`config.mk`:
```
export PLATFORM = sky130hd
export DESIGN_NAME = hv_bundle
export DESIGN_NICKNAME = d
export VERILOG_FILES = /design/src/rtl/hv_bundle.sv
export SDC_FILE = /design/constraint.sdc
export NUM_CORES = 2
export LEC_CHECK = 0
export BUFFER_PORTS_ARGS = -buffer_cell sky130_fd_sc_hd__clkbuf_2
export CAP_MARGIN = 20
export CORE_ASPECT_RATIO = 1.75
export CORE_MARGIN = 2
export CORE_UTILIZATION = 56
export CTS_BUF_LIST = sky130_fd_sc_hd__clkbuf_2
export DETAILED_ROUTE_END_ITERATION = 10
export GPL_ROUTABILITY_DRIVEN = 1
export PLACE_DENSITY = 0.85
export SLEW_MARGIN = 30
export SYNTH_ARGS = -nofsm -noshare
export SYNTH_HDL_FRONTEND = slang
export SYNTH_SLANG_ARGS = --single-unit
```
`constraint.sdc`:
```
create_clock -name clk -period 20.9 [get_ports clk]
set_clock_uncertainty 0.2 [all_clocks]
set_input_delay 2.09 -clock clk [delete_from_list [all_inputs] [get_ports clk]]
set_output_delay 2.09 -clock clk [all_outputs]
set_load 0.01 [all_outputs]
```
`src/rtl/hv_bundle.sv`:
```
// rtl/hv_bundle.sv - majority-vote bundler for binary hypervectors
//
// Ports:
//   clk, rst_n           clock, synchronous active-low reset
//   start, n_vec, tie_hv job request; count and tie-break vector latched on accept
//   in_valid/in_ready    input vector handshake, in_hv is the vector
//   out_valid/out_ready  result handshake, out_hv is the bundled vector
//   busy                 high whenever a job is in progress
module hv_bundle #(
  parameter int D  = 64,
  parameter int DW = 8
) (
  input  logic          clk,
  input  logic          rst_n,
  input  logic          start,
  input  logic [DW-1:0] n_vec,
  input  logic [D-1:0]  tie_hv,
  input  logic          in_valid,
  output logic          in_ready,
  input  logic [D-1:0]  in_hv,
  output logic          out_valid,
  input  logic          out_ready,
  output logic [D-1:0]  out_hv,
  output logic          busy
);

  typedef enum logic [1:0] {
    IDLE   = 2'd0,
    ACCUM  = 2'd1,
    THRESH = 2'd2,
    OUT    = 2'd3
  } state_t;

  state_t state, state_nxt;

  logic [DW-1:0] cnt [D];
  logic [DW-1:0] vec_cnt;
  logic [DW-1:0] n_lat;
  logic [D-1:0]  tie_lat;
  logic [D-1:0]  thresh_hv;

  logic start_acc;
  logic accept;
  logic last_vec;

  assign start_acc = (state == IDLE) && start;
  assign accept    = in_valid && in_ready;
  // n_lat is never zero while in ACCUM, so vec_cnt+1 cannot wrap before matching.
  assign last_vec  = ((vec_cnt + DW'(1)) == n_lat);

  always_ff @(posedge clk) begin
    if (!rst_n) begin
      state <= IDLE;
    end else begin
      state <= state_nxt;
    end
  end

  always_comb begin
    state_nxt = state;
    in_ready  = 1'b0;
    out_valid = 1'b0;
    busy      = 1'b1;
    case (state)
      IDLE: begin
        busy = 1'b0;
        if (start) begin
          state_nxt = (n_vec != '0) ? ACCUM : THRESH;
        end
      end
      ACCUM: begin
        in_ready = 1'b1;
        if (in_valid && last_vec) begin
          state_nxt = THRESH;
        end
      end
      THRESH: begin
        state_nxt = OUT;
      end
      OUT: begin
        out_valid = 1'b1;
        if (out_ready) begin
          state_nxt = IDLE;
        end
      end
      default: begin
        state_nxt = IDLE;
      end
    endcase
  end

  // Compare 2*cnt against n_vec in DW+1 bits so odd counts never round
  // and the doubled counter cannot overflow.
  always_comb begin
    thresh_hv = '0;
    for (int i = 0; i < D; i++) begin
      if ({cnt[i], 1'b0} > {1'b0, n_lat}) begin
        thresh_hv[i] = 1'b1;
      end else if ({cnt[i], 1'b0} == {1'b0, n_lat}) begin
        thresh_hv[i] = tie_lat[i];
      end else begin
        thresh_hv[i] = 1'b0;
      end
    end
  end

  always_ff @(posedge clk) begin
    if (!rst_n) begin
      vec_cnt <= '0;
      n_lat   <= '0;
      tie_lat <= '0;
      out_hv  <= '0;
      for (int i = 0; i < D; i++) begin
        cnt[i] <= '0;
      end
    end else begin
      if (start_acc) begin
        n_lat   <= n_vec;
        tie_lat <= tie_hv;
        vec_cnt <= '0;
        for (int i = 0; i < D; i++) begin
          cnt[i] <= '0;
        end
      end else if (accept) begin
        vec_cnt <= vec_cnt + DW'(1);
        for (int i = 0; i < D; i++) begin
          cnt[i] <= cnt[i] + DW'(in_hv[i]);
        end
      end
      // out_hv only changes here, so it stays put for the whole OUT state.
      if (state == THRESH) begin
        out_hv <= thresh_hv;
      end
    end
  end

endmodule

```
== Word-level counts from Yosys, hierarchy flattened ==
Memories as Yosys holds them, arrays and structs flattened.
Index checks and enable logic that the tools add are counted.
Cells by class
  $lt $le $gt $ge: 64
  equal/unequal tests: 71
  bitwise operators: 129
  reduce and logical (&&, ||, !) cells: 7
  add/subtract/negate cells: 65
  muxes and demuxes: 272
Operator list (number)
  $mux 8: 128
  $eq 9x8->1: 64
  $gt 9x8->1: 64
  $add 8x1->8: 64
  $mux 1: 139
  $or 1x1->1: 128
  $add 8x1->8 const B: 1
  $eq 8x8->1: 1
  $mux 2: 4
  $pmux 2 s4: 1
  $reduce_bool 8->1: 1
  $ne 2x2->1 const B: 3
  $eq 2x2->1 const B: 2
  $logic_and 1x1->1: 3
  $reduce_and 3->1: 1
  $eq 2x1->1 const B: 1
  $logic_not 2->1: 1
  $reduce_or 2->1: 1
  $not 1->1: 1
Storage, ports and cells
  logic and storage cells: 614
  register bits after elaboration: 146
  memories: 1
  input port bits: 141
  output and inout port bits: 67
  bits in writable memories: 512
Memory list
  cnt: words 64, width 8, read ports 64, clocked after memory_dff 0, wr ports 64, line 36  | logic [DW-1:0] cnt [D];

== Logic depth before layout (Yosys ltp) ==
  word-level depth: 8
  depth in mapped cells: 10
  mapped depth without buffers: 8

== Worst setup path after synthesis ==
No wires, ideal clock.
  kind: input to register
  start point: input rst_n
  end point: memory cnt[12][4] (netlist: cnt[0][100]), enable pin
  buffers on the path: 2
  setup time: 2.526 ns
  slack: 10.055 ns
  data required time: 18.174 ns
  stages: 3
  data arrival time: 8.119 ns
  cells stage by stage: clkbuf_1 > clkbuf_1 > nand3_1
RTL lines
  from (decl): line 14  | input logic rst_n,
  to (decl): line 36

== Final worst setup path ==
  start point: register state[0]
  end point: output busy
On the way
  word-level cells in the longest chain between the ends: 2
Ends and longest elaborated chain
  from (decl): line 34  | state_t state, state_nxt;
  from (signal assigned): line 55  | state <= state_nxt;
  $logic_not 2->1: line 64  | case (state)
  $mux 1: line 64
  to (decl): line 24  | output logic busy
Every way passes these cells.

==> qor.csv <==
metric,value,unit
num_rows,132,
finalCritPeriodShare,0.228,
cts-resized-gates,0,
cp_max_fo,4,
hold_class,reg -> reg,
start_util,0.564,
hpwl,67.0,mm
tightest_slew,1.06,ns
worstSetupStartpointType,flop,
firstDrtPassIters,6,
drc,0,
dieArea,76900,µm²
synth-seq-cells,658,
ys.flop_type,edfxtp_1,
cts.clk_slew.worst_paths,0.10,ns
cts_setup_buffers,0,
worstSetupPathType,reg -> out,
hold_violations,0,
ys_async_sr_fraction,0,
cap_viol_max_count,0,
ys_types,43,
r2r_slack,16.89,ns
finalPower,4.23,mW
setup_viol,0,
rsz0062_at_grt,no,
grt_antenna_before_repair,7,
cts_tree,done,
synth_enable_flop_cells,504,
gp_congestion,0.846,
ant_nets,0,
avgViaCountPerCell,6.08,
clock-sinks,658,
setup_tns,0,ns
p_leak,18.1,nW
syn_area,41800,µm²
grt_max_degree,183,
vias,32600,
die_w,210,µm
globalRouteOverflowTotal,0,
cts_buffer_depth,3,
slew_headroom,0.296,
cp.required,18.61,ns
powerDensity,93.2,nW/µm²
run_status,completed,
fp.coreArea,74000,µm²
min_path_cells,2,
insertion_delay,1.46,ns
dp_slack,15.16,ns
final_cell_mix,"ha_1 (581), edfxtp_1 (504), nor2_1 (467), clkbuf_2 (450), xor2_1 (304)",
post_drt_wl_per_cell,19.9,µm
synthCells,4018,
layout_min_cycle_time,4.76,ns
grt_pass1_wl,170,mm
arrival,2.47,ns
cts_max_level,4,
setup_slack,16.14,ns
synth_nets,4741,
grt_pass1_vias,33300,
avgSynthCellArea,10.4,µm²
routed_wirelength,107,mm
track_usage,0.280,
ys_warn_count,0,
rr_worst_depth,7,
synth.yosys.seq_area_share,0.436,
hold_ws,0.268,ns
drt_iter0_drc,2325,
dieHeight,365,µm
cts_buffers,157,
area_growth,8.84,%
layout.nets,5009,
ios,208,
fmax,210,MHz
endpoint_kind,output port,
drive_gt1_frac,0.131,
drv_slew,0,
cts_hold_buffers,0,
clk_root_buffer_cell,clkbuf_2,
mostFrequentLayoutCell,ha_1,
ir_worst_vdd,0.000100,V
numPortBuffers,207,
-- layer usage --
layer,vias to the layer above,global-route usage,wire [µm]
li1,15400,-,-
met1,15700,0.321,41300
met2,1112,0.487,52600
met3,366,0.0591,7410
met4,8,0.151,5330
met5,-,0,53
-- report_power, final --
group / internal [mW] / switching (mW) / leakage (nW)
sequential: 1.70 / 0.259 / 6.81
clock: 0.358 / 0.559 / 1.16
combinational: 0.577 / 0.776 / 10.1
-- through the flow --
| step | cell area, µm² | std cells | util |
|---|---|---|---|
| floorplan | 41800 | 4018 | - |
| global placement | 43800 | 5059 | 0.592 |
| detailed placement | 43900 | 5062 | 0.593 |
| CTS | 45400 | 5351 | 0.613 |
| global route | 45400 | 5357 | 0.614 |
| finish | 45400 | 5360 | 0.614 |
-- cells by family (layout without fill, tap and decap cells) --
family / Yosys count / count (layout) / synth area share
AO/OA/AOI/OAI: 602 / 602 / 0.0932
XOR/XNOR: 398 / 398 / 0.0835
adder cells (fa/ha/maj): 582 / 582 / 0.174
buffers and inverters: 141 / 539 / 0.0127
flip-flops: 658 / 658 / 0.436
multiplexers: 2 / 2 / 0.000479
other: 0 / 6 / 0
AND/OR/NAND/NOR: 1635 / 1635 / 0.199
-- layout make-up --
| class | instances | area (µm²) |
|---|---|---|
| Sequential cell | 658 | 18200 |
| Inverter | 15 | 73.8 |
| Tap cell | 938 | 1170 |
| Clock inverter | 45 | 283 |
| Fill cell | 6098 | 28500 |
| Timing Repair Buffer | 235 | 1390 |
| Clock buffer | 244 | 1220 |
| Multi-Input combinational cell | 3219 | 23100 |
| Antenna cell | 6 | 15.0 |
-- Yosys cell counts, drive strengths merged, types with 80 or more instances --
| master | n | area share |
|---|---|---|
| ha | 582 | 0.17 |
| edfxtp | 504 | 0.36 |
| nor2 | 467 | 0.042 |
| xor2 | 304 | 0.064 |
| nand3 | 296 | 0.036 |
| nand2 | 239 | 0.021 |
| o21ai | 171 | 0.020 |
| o21a | 170 | 0.031 |
| dfxtp | 154 | 0.074 |
| and2 | 132 | 0.020 |
| clkbuf | 118 | 0.011 |
| and3 | 99 | 0.015 |
| xnor2 | 94 | 0.020 |
| nand4 | 87 | 0.013 |
| a21oi | 83 | 0.0099 |
| a21boi | 80 | 0.014 |
-- critical path: stages, from the launching register on --
cell and delay (ns):
dfxtp_1 0.40, inv_1 0.12, ha_1 0.31, inv_1 0.10, clkbuf_2 0.13
-- flip-flops by register name, summed over array words and instances (netlist names) --
| register | flops |
|---|---|
| vec_cnt | 8 |
| cnt | 512 |
| out_hv | 64 |
| state | 2 |
| n_lat | 8 |
| tie_lat | 64 |
-- path summary, 6_finish.rpt --
check,startpoint,endpoint
min reg2reg,tie_lat[13],tie_lat[13]
max,state[0],busy
min,tie_lat[13],tie_lat[13]
max reg2reg,state[0],cnt[0][137]
No activity file was read; power rests on OpenSTA's default activity.
